<file path="src/rtl/div_iter_unit_pkg.sv">
// Shared state encodings and sizing helpers for the iterative divider.
package div_iter_unit_pkg;

  typedef enum logic [1:0] {
    DIV_ST_IDLE = 2'd0,
    DIV_ST_RUN  = 2'd1,
    DIV_ST_FIX  = 2'd2,
    DIV_ST_DONE = 2'd3
  } div_state_e;

  localparam int DIV_WIDTH_DEFAULT = 32;

  function automatic int div_cnt_w(input int width);
    return $clog2(width);
  endfunction

endpackage

</file>
<file path="src/rtl/div_iter_unit.sv">
// Radix-2 restoring divider for DIV/DIVU/REM/REMU: one quotient bit per clock,
// with single-cycle fast paths for divide-by-zero and signed overflow.
module div_iter_unit
  import div_iter_unit_pkg::*;
#(
  parameter int WIDTH = DIV_WIDTH_DEFAULT
) (
  input  logic             clk,
  input  logic             reset,
  input  logic             i_flush,
  input  logic             i_start,
  input  logic             i_signed,
  input  logic [WIDTH-1:0] i_dividend,
  input  logic [WIDTH-1:0] i_divisor,
  output logic             o_busy,
  output logic             o_end_valid,
  output logic [WIDTH-1:0] o_quotient,
  output logic [WIDTH-1:0] o_remainder
);

  localparam int CNT_W = div_cnt_w(WIDTH);

  div_state_e       state, state_nxt;
  logic [CNT_W-1:0] cnt;
  logic [WIDTH-1:0] rem, quo, dsr;
  logic             neg_q, neg_r;

  logic             accept, a_neg, b_neg, div_zero, ovf, fast;
  logic [WIDTH-1:0] a_mag, b_mag;
  logic [2*WIDTH-1:0] step;

  // One restoring step: shift {rem,quo} left, keep the trial difference if it fits.
  function automatic logic [2*WIDTH-1:0] div_step(input logic [WIDTH-1:0] r,
                                                  input logic [WIDTH-1:0] q,
                                                  input logic [WIDTH-1:0] d);
    logic [WIDTH:0] shifted, trial;
    shifted = {r, q[WIDTH-1]};
    trial   = shifted - {1'b0, d};
    if (trial[WIDTH]) return {shifted[WIDTH-1:0], q[WIDTH-2:0], 1'b0};
    else              return {trial[WIDTH-1:0],   q[WIDTH-2:0], 1'b1};
  endfunction

  assign accept   = (state == DIV_ST_IDLE) & i_start & ~i_flush;
  assign a_neg    = i_signed & i_dividend[WIDTH-1];
  assign b_neg    = i_signed & i_divisor[WIDTH-1];
  assign a_mag    = a_neg ? -i_dividend : i_dividend;
  assign b_mag    = b_neg ? -i_divisor  : i_divisor;
  assign div_zero = (i_divisor == '0);
  assign ovf      = i_signed & (i_dividend == {1'b1, {(WIDTH-1){1'b0}}}) & (&i_divisor);
  assign fast     = div_zero | ovf;
  assign step     = div_step(rem, quo, dsr);

  always_comb begin
    state_nxt   = state;
    o_busy      = accept | (state == DIV_ST_RUN) | (state == DIV_ST_FIX);
    o_end_valid = 1'b0;
    unique case (state)
      DIV_ST_IDLE: if (accept) state_nxt = fast ? DIV_ST_DONE : DIV_ST_RUN;
      DIV_ST_RUN: begin
        if (i_flush)         state_nxt = DIV_ST_IDLE;
        else if (cnt == '0)  state_nxt = DIV_ST_FIX;
      end
      DIV_ST_FIX:  state_nxt = i_flush ? DIV_ST_IDLE : DIV_ST_DONE;
      DIV_ST_DONE: begin
        // a start still asserted here belongs to the instruction just retired
        o_end_valid = ~i_flush;
        state_nxt   = DIV_ST_IDLE;
      end
      default:     state_nxt = DIV_ST_IDLE;
    endcase
  end

  always_ff @(posedge clk or posedge reset) begin
    if (reset) state <= DIV_ST_IDLE;
    else       state <= state_nxt;
  end

  always_ff @(posedge clk or posedge reset) begin
    if (reset) begin
      cnt         <= '0;
      rem         <= '0;
      quo         <= '0;
      dsr         <= '0;
      neg_q       <= 1'b0;
      neg_r       <= 1'b0;
      o_quotient  <= '0;
      o_remainder <= '0;
    end else begin
      if (accept) begin
        cnt   <= CNT_W'(WIDTH-1);
        rem   <= '0;
        quo   <= a_mag;
        dsr   <= b_mag;
        neg_q <= a_neg ^ b_neg;
        neg_r <= a_neg;
        if (fast) begin
          o_quotient  <= div_zero ? '1 : i_dividend;
          o_remainder <= div_zero ? i_dividend : '0;
        end
      end else if (state == DIV_ST_RUN && !i_flush) begin
        {rem, quo} <= step;
        cnt        <= cnt - CNT_W'(1);
      end else if (state == DIV_ST_FIX && !i_flush) begin
        o_quotient  <= neg_q ? (~quo + WIDTH'(1)) : quo;
        o_remainder <= neg_r ? (~rem + WIDTH'(1)) : rem;
      end
    end
  end

endmodule

</file>
<file path="config.mk">
export PLATFORM = sky130hd
export DESIGN_NAME = div_iter_unit
export DESIGN_NICKNAME = d
export VERILOG_FILES = /design/src/rtl/div_iter_unit_pkg.sv /design/src/rtl/div_iter_unit.sv
export SDC_FILE = /design/constraint.sdc
export NUM_CORES = 1
export LEC_CHECK = 0
export CAP_MARGIN = 20
export CORE_AREA = 10 10 151 153
export DETAILED_ROUTE_END_ITERATION = 16
export DIE_AREA = 0 0 161 163
export GPL_TIMING_DRIVEN = 0
export PLACE_DENSITY = 0.92
export SLEW_MARGIN = 25
export SYNTH_ARGS = -nofsm -noshare
export SYNTH_HDL_FRONTEND = slang
export SYNTH_SLANG_ARGS = --single-unit
</file>
<file path="constraint.sdc">
create_clock -name clk -period 8.3 [get_ports clk]
set_clock_uncertainty 0.1 [all_clocks]
set_input_delay 1.245 -clock clk [delete_from_list [all_inputs] [get_ports clk]]
set_output_delay 1.245 -clock clk [all_outputs]
set_load 0.01 [all_outputs]
</file>
; Yosys cells after proc, flatten, opt, wreduce, memory -nomap -nowiden
; Cells that the tools add are included.
[totals]
ff_bits = 169
inputBits = 69
elab_cells = 75
[op_classes]
bitwise = 13
reduce_logical = 11
mux = 28
addsub = 6
n_eq_ne = 8
[ops]
columns = operator, n
row1 = $mux W32, 18
row2 = $add A32 B1 Y32 const B, 2
row3 = $mux W64, 1
row4 = $neg A32 Y32, 2
row5 = $not A32 Y32, 2
row6 = $sub A33 B32 Y33, 1
row7 = $eq A32 B32 Y1 const B, 1
row8 = $logic_not A32 Y1, 1
row9 = $reduce_and A32 Y1, 1
row10 = $mux W2, 5
row11 = $mux W5, 2
row12 = $pmux W2 S4, 1
row13 = $and A1 B1 Y1, 6
row14 = $logic_not A5 Y1, 1
row15 = $sub A5 B1 Y5 const B, 1
row16 = $eq A2 B2 Y1 const B, 2
row17 = $ne A2 B2 Y1 const B, 2
row18 = $reduce_bool A2 Y1, 2
row19 = $ne A3 B2 Y1 const B, 1
row20 = $or A1 B1 Y1, 3
row21 = $reduce_and A3 Y1, 1
row22 = $eq A2 B1 Y1 const B, 1
row23 = $logic_and A1 B1 Y1, 2
row24 = $logic_not A2 Y1, 1
row25 = 6 further kinds, 6

; Logic depth before layout (Yosys ltp)
[depth]
depth_word = 7
ltp_mapped = 14
ltp_nobuf = 12

; Least setup slack after synthesis
; No wires, ideal clock.
[synth_path]
path_kind = input -> register
from = input port i_dividend[2]
to = register o_remainder[26]
setup_ns = 0.133
stages = 12
t_arrival_ns = 3.518
slack_ns = 4.550
required_time_ns = 8.067
n_path_buf = 3
path_cell_list = buf_2 -> nor4_2 -> nand2_1 -> or4_1 -> nor3_2 -> nand4_1 -> o21ai_1 -> a21boi_1 -> buf_2 -> buf_4 -> a221oi_1 -> a21oi_1
[synth_via]
elab_chain_len = 6
[synth_lines]
columns = element, line_no
row1 = from (decl), div_iter_unit.sv:13  ; input logic [WIDTH-1:0] i_dividend,
row2 = $eq A32 B32 Y1, div_iter_unit.sv:49  ; assign ovf = i_signed & (i_dividend == {1'b1, {(WIDTH-1){1'b0}}}) & (&i_divisor);
row3 = $and A1 B1 Y1 (2 in series), div_iter_unit.sv:49
row4 = $or A1 B1 Y1, div_iter_unit.sv:50  ; assign fast = div_zero | ovf;
row5 = $ne A2 B1 Y1 (no line), --
row6 = $reduce_and A3 Y1 (no line), --
row7 = to (signal assigned), div_iter_unit.sv:98  ; o_remainder <= div_zero ? i_dividend : '0;
row8 = to (signal assigned), div_iter_unit.sv:105  ; o_remainder <= neg_r ? (~rem + WIDTH'(1)) : rem;
row9 = to (decl), div_iter_unit.sv:18  ; output logic [WIDTH-1:0] o_remainder
; Every way passes these cells.
; A chain may end at the register's enable or synchronous reset.

; Final worst setup path
[layout_path]
from = input port i_divisor[6]
to = register o_remainder[26]
[layout_via]
elab_chain_len = 5
word_cells_on_any_way = 9
[layout_lines]
columns = element, line_no
row1 = from (decl), div_iter_unit.sv:14  ; input logic [WIDTH-1:0] i_divisor,
row2 = $reduce_and A32 Y1, div_iter_unit.sv:49
row3 = $and A1 B1 Y1, div_iter_unit.sv:49
row4 = $or A1 B1 Y1, div_iter_unit.sv:50
row5 = $ne A2 B1 Y1 (no line), --
row6 = $reduce_and A3 Y1 (no line), --
; Parallel ways exist; a longest one is shown, timed or not. The select of a mux whose other input is x is not followed.

==> flow_summary.toml <==
[route]
firstDrtPassIters = 9
ant_nets = 0
drtIter0Drc = 1679
viasPerCell = 6.46
routed_wl_um = 41000
dr_total_vias = 12405
avgRoutedWirePerCell_um = 21.3
drcViolationCount = 0

[worst_setup_path]
critPathCaptureType = "register"
slowest_delay_ps = 640
crit_fanout = 10
crit_required_ps = 8510
critPathArrivalTime_ps = 5400
start_kind = "input pin"
crit_chain = "clkdlybuf4s50_1 -> or4_1 -> nor4_2 -> nand2_1 -> nor3_1 -> nand2_1 -> o21ai_1 -> a21boi_1 -> buf_2 -> buf_4 -> a221oi_1 -> a21oi_1"
cp_slowest_cell = "or4_1"
path_common_cell = "nand2_1"
r2r_setup_slack_ps = 3610
critical_path_class = "input pin to register"

[power_and_ir_drop]
ir_drop_uv = 188
leakage_nw = 5.97
powerDensity_nw_per_um2 = 378
p_total_mw = 5.41

[placement]
place_congestion = 1.03
dpl_worst_slack_ps = 2890
place.port_buffers = 133
place_hpwl_um = 31500

[cts]
cts.sinks = 169
clk_latency_ps = 450
cts_hold_buf = 0
cts_inserted_buffers = 17
postCtsSetupBuffers = 0
cts_tree = "done"
cts-root-buf = "clkbuf_16"
h-tree-depth = 4
ctsResizeCount = 0
clk_pin_slew_worst_paths_ps = 70
clock_path_buffers = 2

[floorplanning]
row_count = 52
start_util = 0.599
die-height_um = 163
die_area_um2 = 26200
die_w_um = 161
core_um2 = 19900
num_io_pins = 135

[synthesis]
syn-instance-count = 1485
synthArstFlopShare = 1.00
avgSynthCellArea_um2 = 8.03
synth_edf_count = 0
ys_types = 69
syn_area_um2 = 11900
synth_warnings = 0
synth_fp_nets = 1594
ys_seq_area_frac = 0.355
synth_flop_cell = "dfrtp_1"
ys_ff_latch = 169

[global_route]
met2_usage = 0.516
grt_max_degree = 103
overflow = 0
gr-usage-all-layers = 0.304
grt_pass1_wl_um = 63700
antenna_found_initial = 0
grt_util_met3 = 0.0746
grt_busiest_layer = "met2"
gr-usage-met1 = 0.353
grt_pass1_vias = 12014

[hold_path]
hp-class = "register to register"

[sta]
final.setup.tns_ps = 0
drv_slew = 0
rsz0062_at_grt = "false"
fin_ws_ps = 3110
fmax_ghz = 0.193
timing.hold.ws_ps = 378
period_share = 0.626
layout_min_cycle_time_ps = 5190
tightest_slew_ps = 969
setup_viol = 0
slew_headroom = 0.354
finalHoldViolCount = 0

[run]
cap_violations = 0

[status]
status = "completed"

[cells_and_area]
drive_gt1_frac = 0.0454
insertedDiodeCount = 0
utilization = 0.719
layout-area-overhead-vs-synth_pct = 20.0
fin_nets = 1747
per-layer routing:
layer | wire, µm | vias to the layer above
met5 | 0 | -
met4 | 2180 | 0
met3 | 4630 | 197
met2 | 19500 | 830
met1 | 14600 | 5783
li1 | - | 5595
path summary, 6_finish.rpt:
path,from,endpoint,depth (start not counted)
setup / recovery,i_divisor[6],o_remainder[26],12
hold / removal,o_remainder[1],o_remainder[1],2
setup reg to reg,quo[31],rem[3],14
hold reg to reg,o_remainder[1],o_remainder[1],2
max in group asynchronous,reset,dsr[27],3
min in group asynchronous,reset,o_remainder[2],2
kinds of logic after synthesis:
group,after synthesis,synth area share
XOR/XNOR,146,0.107
flip-flops,169,0.355
adder cells (fa/ha/maj),40,0.0426
AND/OR/NAND/NOR,540,0.212
AO/OA/AOI/OAI,424,0.220
multiplexers,17,0.0154
buffers and inverters,149,0.0482
report_power, final:
part           switching [mW]  internal [mW]
Sequential              0.400           1.17
Combinational            1.67           1.25
Clock                   0.356          0.576
Total                    2.42           2.99
worst max-delay path, delay by kind of cell:
family | cells | cell delay [ps]
AND/OR/NAND/NOR | 5 | 2020
AO/OA/AOI/OAI | 4 | 1070
buffers and inverters | 3 | 1040
per-stage QoR:
stage | instance area (µm²) | cells
6_report | 14300 | 1921
2_1_floorplan | 11900 | 1485
4_1_cts | 14300 | 1921
3_5_place_dp | 13600 | 1889
5_1_grt | 14300 | 1921
3_3_place_gp | 13600 | 1888
state kept, by name (all words and copies together), names as in the netlist:
signal,count
dsr,32
quo,32
rem,32
neg_q,1
cnt,5
o_quotient,32
o_remainder,32
state,2
neg_r,1
cell usage in the layout (no fill, tap or decap), drive strengths merged, types with 20 or more instances in the layout:
| cell type | synthesis | final |
|---|---|---|
| a21oi | 86 | 86 |
| a31oi | 37 | 37 |
| buf | 19 | 20 |
| clkbuf | 67 | 85 |
| clkdlybuf4s50 | 0 | 133 |
| dfrtp | 169 | 169 |
| ha | 39 | 39 |
| inv | 63 | 66 |
| nand2 | 268 | 268 |
| nand3 | 24 | 24 |
| nand4 | 39 | 39 |
| nor2 | 92 | 92 |
| nor3 | 24 | 24 |
| o211ai | 33 | 33 |
| o21ai | 142 | 142 |
| o31ai | 35 | 35 |
| xnor2 | 81 | 81 |
| xor2 | 65 | 65 |
layout make-up:
cell class	instances	area [µm²]
Timing Repair Buffer	134	1360
Sequential cell	169	4230
Inverter	63	244
Fill cell	1523	5600
Tap cell	270	338
Multi-Input combinational cell	1167	7120
Clock buffer	18	439
Buffer	86	338
Clock inverter	14	243
cell usage after synthesis (10+ instances only):
cell type / count / share of area
a21o_1: 14 / 0.0088
a21oi_1: 86 / 0.036
a22oi_1: 19 / 0.012
a31oi_1: 37 / 0.019
and2_1: 10 / 0.0052
clkbuf_1: 67 / 0.021
dfrtp_1: 169 / 0.35
ha_1: 39 / 0.041
inv_1: 63 / 0.020
mux2_2: 11 / 0.010
nand2_1: 268 / 0.084
nand2b_1: 11 / 0.0058
nand3_1: 24 / 0.010
nand4_1: 38 / 0.020
nor2_1: 92 / 0.029
nor3_1: 22 / 0.0092
o211ai_1: 33 / 0.021
o21ai_0: 139 / 0.058
o22ai_1: 13 / 0.0068
o31ai_1: 33 / 0.021
o41ai_1: 16 / 0.012
or3_1: 17 / 0.0089
or4_1: 12 / 0.0076
xnor2_1: 81 / 0.060
xor2_1: 65 / 0.048
Power figures use the tool's default switching activity.
